`config.mk`:
```
export PLATFORM = sky130hd
export DESIGN_NAME = axi4_lite_slave_regs
export DESIGN_NICKNAME = d
export VERILOG_FILES = /design/src/rtl/axi4_lite_slave_regs.sv
export SDC_FILE = /design/constraint.sdc
export NUM_CORES = 1
export LEC_CHECK = 0
export ABC_AREA = 0
export CORE_MARGIN = 2
export CORE_UTILIZATION = 45
export DETAILED_ROUTE_END_ITERATION = 6
export PLACE_DENSITY_LB_ADDON = 0.15
export SLEW_MARGIN = 20
export SYNTH_ARGS = -nofsm -noshare
export SYNTH_HDL_FRONTEND = slang
export SYNTH_SLANG_ARGS = --single-unit
```
`constraint.sdc`:
```
create_clock -name aclk -period 8 [get_ports aclk]
set_clock_uncertainty 0.1 [all_clocks]
set_input_delay 2.4 -clock aclk [delete_from_list [all_inputs] [get_ports aclk]]
set_output_delay 2.4 -clock aclk [all_outputs]
set_load 0.01 [all_outputs]
```
`src/rtl/axi4_lite_slave_regs.sv`:
```
// axi4_lite_slave_regs: AXI4-Lite register bank with byte strobes, OKAY/SLVERR decode and independent read/write paths
module axi4_lite_slave_regs #(
  parameter logic [31:0] BASE_ADDR = 32'h0000_2000,
  parameter int          NUM_REGS  = 4
) (
  input  logic                    aclk,
  input  logic                    aresetn,
  input  logic [31:0]             awaddr,
  input  logic [2:0]              awprot,
  input  logic                    awvalid,
  output logic                    awready,
  input  logic [31:0]             wdata,
  input  logic [3:0]              wstrb,
  input  logic                    wvalid,
  output logic                    wready,
  output logic [1:0]              bresp,
  output logic                    bvalid,
  input  logic                    bready,
  input  logic [31:0]             araddr,
  input  logic [2:0]              arprot,
  input  logic                    arvalid,
  output logic                    arready,
  output logic [31:0]             rdata,
  output logic [1:0]              rresp,
  output logic                    rvalid,
  input  logic                    rready,
  output logic [32*NUM_REGS-1:0]  regs_out
);
  localparam int          IW   = $clog2(NUM_REGS);
  localparam logic [31:0] SPAN = 32'(4 * NUM_REGS);
  typedef enum logic {W_IDLE, W_RESP} w_state_t;
  typedef enum logic {R_IDLE, R_DATA} r_state_t;
  w_state_t        w_state, w_next;
  r_state_t        r_state, r_next;
  logic [31:0]     regs [NUM_REGS];
  logic            aw_got, w_got, commit, w_in, r_in, unused_ok;
  logic [31:0]     awaddr_q, wdata_q, w_off, r_off;
  logic [3:0]      wstrb_q;
  logic [IW-1:0]   w_idx, r_idx;
  // Below-base addresses wrap to huge offsets, so one unsigned compare covers both bounds
  assign w_off     = awaddr_q - BASE_ADDR;
  assign r_off     = araddr - BASE_ADDR;
  assign w_in      = w_off < SPAN;
  assign r_in      = r_off < SPAN;
  assign w_idx     = w_off[IW+1:2];
  assign r_idx     = r_off[IW+1:2];
  assign awready   = w_state == W_IDLE && !aw_got;
  assign wready    = w_state == W_IDLE && !w_got;
  assign bvalid    = w_state == W_RESP;
  assign arready   = r_state == R_IDLE;
  assign rvalid    = r_state == R_DATA;
  assign commit    = w_state == W_IDLE && aw_got && w_got;
  assign unused_ok = ^{awprot, arprot};
  always_comb begin
    w_next = commit ? W_RESP : (bvalid && bready) ? W_IDLE : w_state;
    r_next = (arvalid && arready) ? R_DATA : (rvalid && rready) ? R_IDLE : r_state;
  end
  always_comb begin
    regs_out = '0;
    for (int k = 0; k < NUM_REGS; k++) regs_out[32*k +: 32] = regs[k];
  end
  always_ff @(posedge aclk or negedge aresetn) begin
    if (!aresetn) begin
      w_state <= W_IDLE;
      r_state <= R_IDLE;
    end else begin
      w_state <= w_next;
      r_state <= r_next;
    end
  end
  always_ff @(posedge aclk or negedge aresetn) begin
    if (!aresetn) begin
      for (int k = 0; k < NUM_REGS; k++) regs[k] <= '0;
      aw_got   <= 1'b0;
      w_got    <= 1'b0;
      awaddr_q <= '0;
      wdata_q  <= '0;
      wstrb_q  <= '0;
      bresp    <= 2'b00;
      rdata    <= '0;
      rresp    <= 2'b00;
    end else begin
      if (awvalid && awready) begin
        aw_got   <= 1'b1;
        awaddr_q <= awaddr;
      end
      if (wvalid && wready) begin
        w_got   <= 1'b1;
        wdata_q <= wdata;
        wstrb_q <= wstrb;
      end
      if (commit) begin
        aw_got <= 1'b0;
        w_got  <= 1'b0;
        bresp  <= w_in ? 2'b00 : 2'b10;
        if (w_in)
          for (int b = 0; b < 4; b++)
            if (wstrb_q[b]) regs[w_idx][8*b +: 8] <= wdata_q[8*b +: 8];
      end
      if (arvalid && arready) begin
        rdata <= r_in ? regs[r_idx] : '0;
        rresp <= r_in ? 2'b00 : 2'b10;
      end
    end
  end
endmodule

```
==> out/metrics.yaml <==
status: "finished clean"
port_buffers: 269
finalSetupViolCount: 0
post_cts_resized: 0
ff2ff_path_depth: 5
insertion_delay_ns: 0.53
antenna_found_initial: 0
avgViaCountPerCell: 5.537
die_area_sq_um: 24040
syn_to_final_growth_pct: 38.21
clk_pin_slew_ns: 0.06
finalHoldViolations: 0
ys_types: 54
grt_pass1_vias: 7292
crit_path_max_incr_delay_ns: 0.61
rsz0062_at_grt: "no"
synth_area_per_cell_sq_um: 16.02
synth_edf_count: 0
ys_ff_latch: 232
vias: 6755
postCtsHoldBufs: 0
max_freq_mhz: 211.3
arrival_ns: 5.10
antenna_left: 0
syn_area_sq_um: 10270
num_rows: 55
grt_max_degree: 136
final.min_clock_period_ns: 4.733
fin_tns_setup_ns: 0
cts_tree: "done"
place_area_sq_um: 13260
drc_errors: 0
initial_core_util: 0.4563
layout_commonest_cell: "clkdlybuf4s50_1"
whs_path_depth: 1
diodes: 0
worst_ep_required_time_ns: 8.36
maxSlewViolCount: 0
crit_type: "in2reg"
period_share: 0.5916
ir_worst_vdd_v: 0.0002462
max-cap-violations: 0
cp_num_cells: 9
power_density_nw_per_um2: 241.6
path_cells: "clkdlybuf4s50_1 > inv_1 > ha_1 > or4b_2 > a211oi_1 > mux2i_1 > a2111oi_2 > buf_4 > a22o_1"
fp.coreArea_sq_um: 22500
crit_path_top_delay_cell: "or4b_2"
ys_seq_area_frac: 0.5654
htree_levels: 1
clockRootBuffer: "clkbuf_16"
drtIter0Drc: 276
hpwlAfterDp_mm: 17.80
p_leak_uw: 0.006009
yosysWarnings: 0
overflow: 0
wl_mm: 26.02
ys_dominant_reg_cell: "dfrtp_1"
drive_gt1_frac: 0.3305
crit_buf_inv: 3
grt_pass1_wl_mm: 41.22
gp_congestion: 0.8619
n_fill_cell: 1664
max_slew.worst_pin.slew_ns: 1.029
cp-end-kind: "register"
ys_async_sr_fraction: 1.000
clock-sinks: 232
maxSlewHeadroom: 0.3138
cp_top_family: "buffers and inverters"
dr.pass1.iters: 4
die_w_um: 155.1
syn_inst: 641
layout.nets: 1030
min_path_type: "reg2reg"
critPathMaxFanout: 18
cts_buffers: 26
clock_path_buffers: 3
post-cts-setup-buffers: 0
die-height_um: 155.1
grtUsageTotal: 0.2163
final_area_sq_um: 14190
worstSetupStartpointType: "primary input"
post_drt_wl_per_cell_um: 21.32
io_pins: 282
mostFrequentLayoutCells: "clkdlybuf4s50_1 (266), dfrtp_1 (232), mux2_2 (186)"
worst paths after layout:
path                         startpoint            to  slack, ns
max                          araddr[13]      rdata[0]       3.27
min                            rdata[7]      rdata[7]       0.40
max reg2reg                awaddr_q[20]   regs_out[0]       3.98
min reg2reg                    rdata[7]      rdata[7]       0.40
max in group asynchronous       aresetn  regs_out[48]       4.87
min in group asynchronous       aresetn      rdata[7]       1.76
worst reg2reg max path: cells and delay by family (launching register included):
kind / cells / cell delay (ns)
AOI/OAI and AO/OA: 1 / 1.01
DFF: 1 / 0.45
muxes: 1 / 0.42
and+or+nand+nor: 3 / 1.91
synth_stat cells (3+ instances only):
library cell | number | share of area
dfrtp_1 | 232 | 0.57
o21ai_0 | 4 | 0.0019
mux2_4 | 4 | 0.0058
a21oi_1 | 3 | 0.0015
buf_1 | 4 | 0.0015
mux4_2 | 32 | 0.070
or4_1 | 4 | 0.0029
nor2_1 | 11 | 0.0040
nand3_1 | 4 | 0.0019
or4b_2 | 4 | 0.0039
nor3_1 | 3 | 0.0015
nor2b_1 | 3 | 0.0018
buf_4 | 5 | 0.0037
nor4_1 | 7 | 0.0043
a2111oi_4 | 16 | 0.043
inv_1 | 9 | 0.0033
a22o_1 | 32 | 0.027
mux2_2 | 186 | 0.20
nand2_1 | 16 | 0.0058
clkbuf_1 | 19 | 0.0069
registers in the layout (all words and copies together), names as in the netlist, 4 cells and up:
name / count
regs_out: 128
awaddr_q: 30
wstrb_q: 4
wdata_q: 32
rdata: 32
layer usage:
layer / wire [um] / GRT usage / up-vias
met3: 2165 / 0.05933 / 35
met1: 10340 / 0.2721 / 3492
li1: - / - / 3004
met5: 0 / 0 / -
met2: 13070 / 0.3765 / 224
met4: 438 / 0.04586 / 0
final cells by class:
class	count	area, sq um	share of cell area
Clock inverter	12	151.4	0.01067
Clock buffer	36	758.2	0.05342
Multi-Input combinational cell	369	4307	0.3034
Timing Repair Buffer	277	2780	0.1959
Tap cell	285	356.6	0.02513
Sequential cell	232	5806	0.4091
Inverter	9	33.78	0.002380
where the power goes:
part / switching (uW) / internal [uW] / leakage, uW / total, uW
combinational: 326 / 326 / 0.00248 / 651
sequential: 190 / 1360 / 0.00308 / 1550
clock: 474 / 758 / 0.000447 / 1230
total: 990 / 2440 / 0.00601 / 3430
logic make-up (layout without fill, tap and decap cells):
group                    Yosys count  after routing  share of synthesized area
AO/OA/AOI/OAI                     69             69                    0.08541
other                              1              2                  0.0003652
AND/OR/NAND/NOR                   69             69                    0.04155
XOR/XNOR                           2              2                   0.001706
adder cells (fa/ha/maj)            2              2                   0.002437
multiplexers                     225            225                     0.2832
flip-flops                       232            232                     0.5654
buffers and inverters             41            334                    0.01998
through the flow:
stage / cells / power, uW / utilization / setup slack [ns] / hold WS (ns)
floorplan: 642 / 1961 / - / 3.054 / 0.3726
global placement: 1171 / 2151 / 0.5890 / 2.769 / 0.3834
detailed placement: 1171 / 2203 / 0.5890 / 2.734 / 0.3898
CTS: 1219 / 3443 / 0.6295 / 3.280 / 0.4079
global route: 1220 / 3603 / 0.6307 / 3.126 / 0.4180
finish: 1220 / 3429 / 0.6307 / 3.267 / 0.4043
Note: power is estimated with default switching activity, not from simulation.
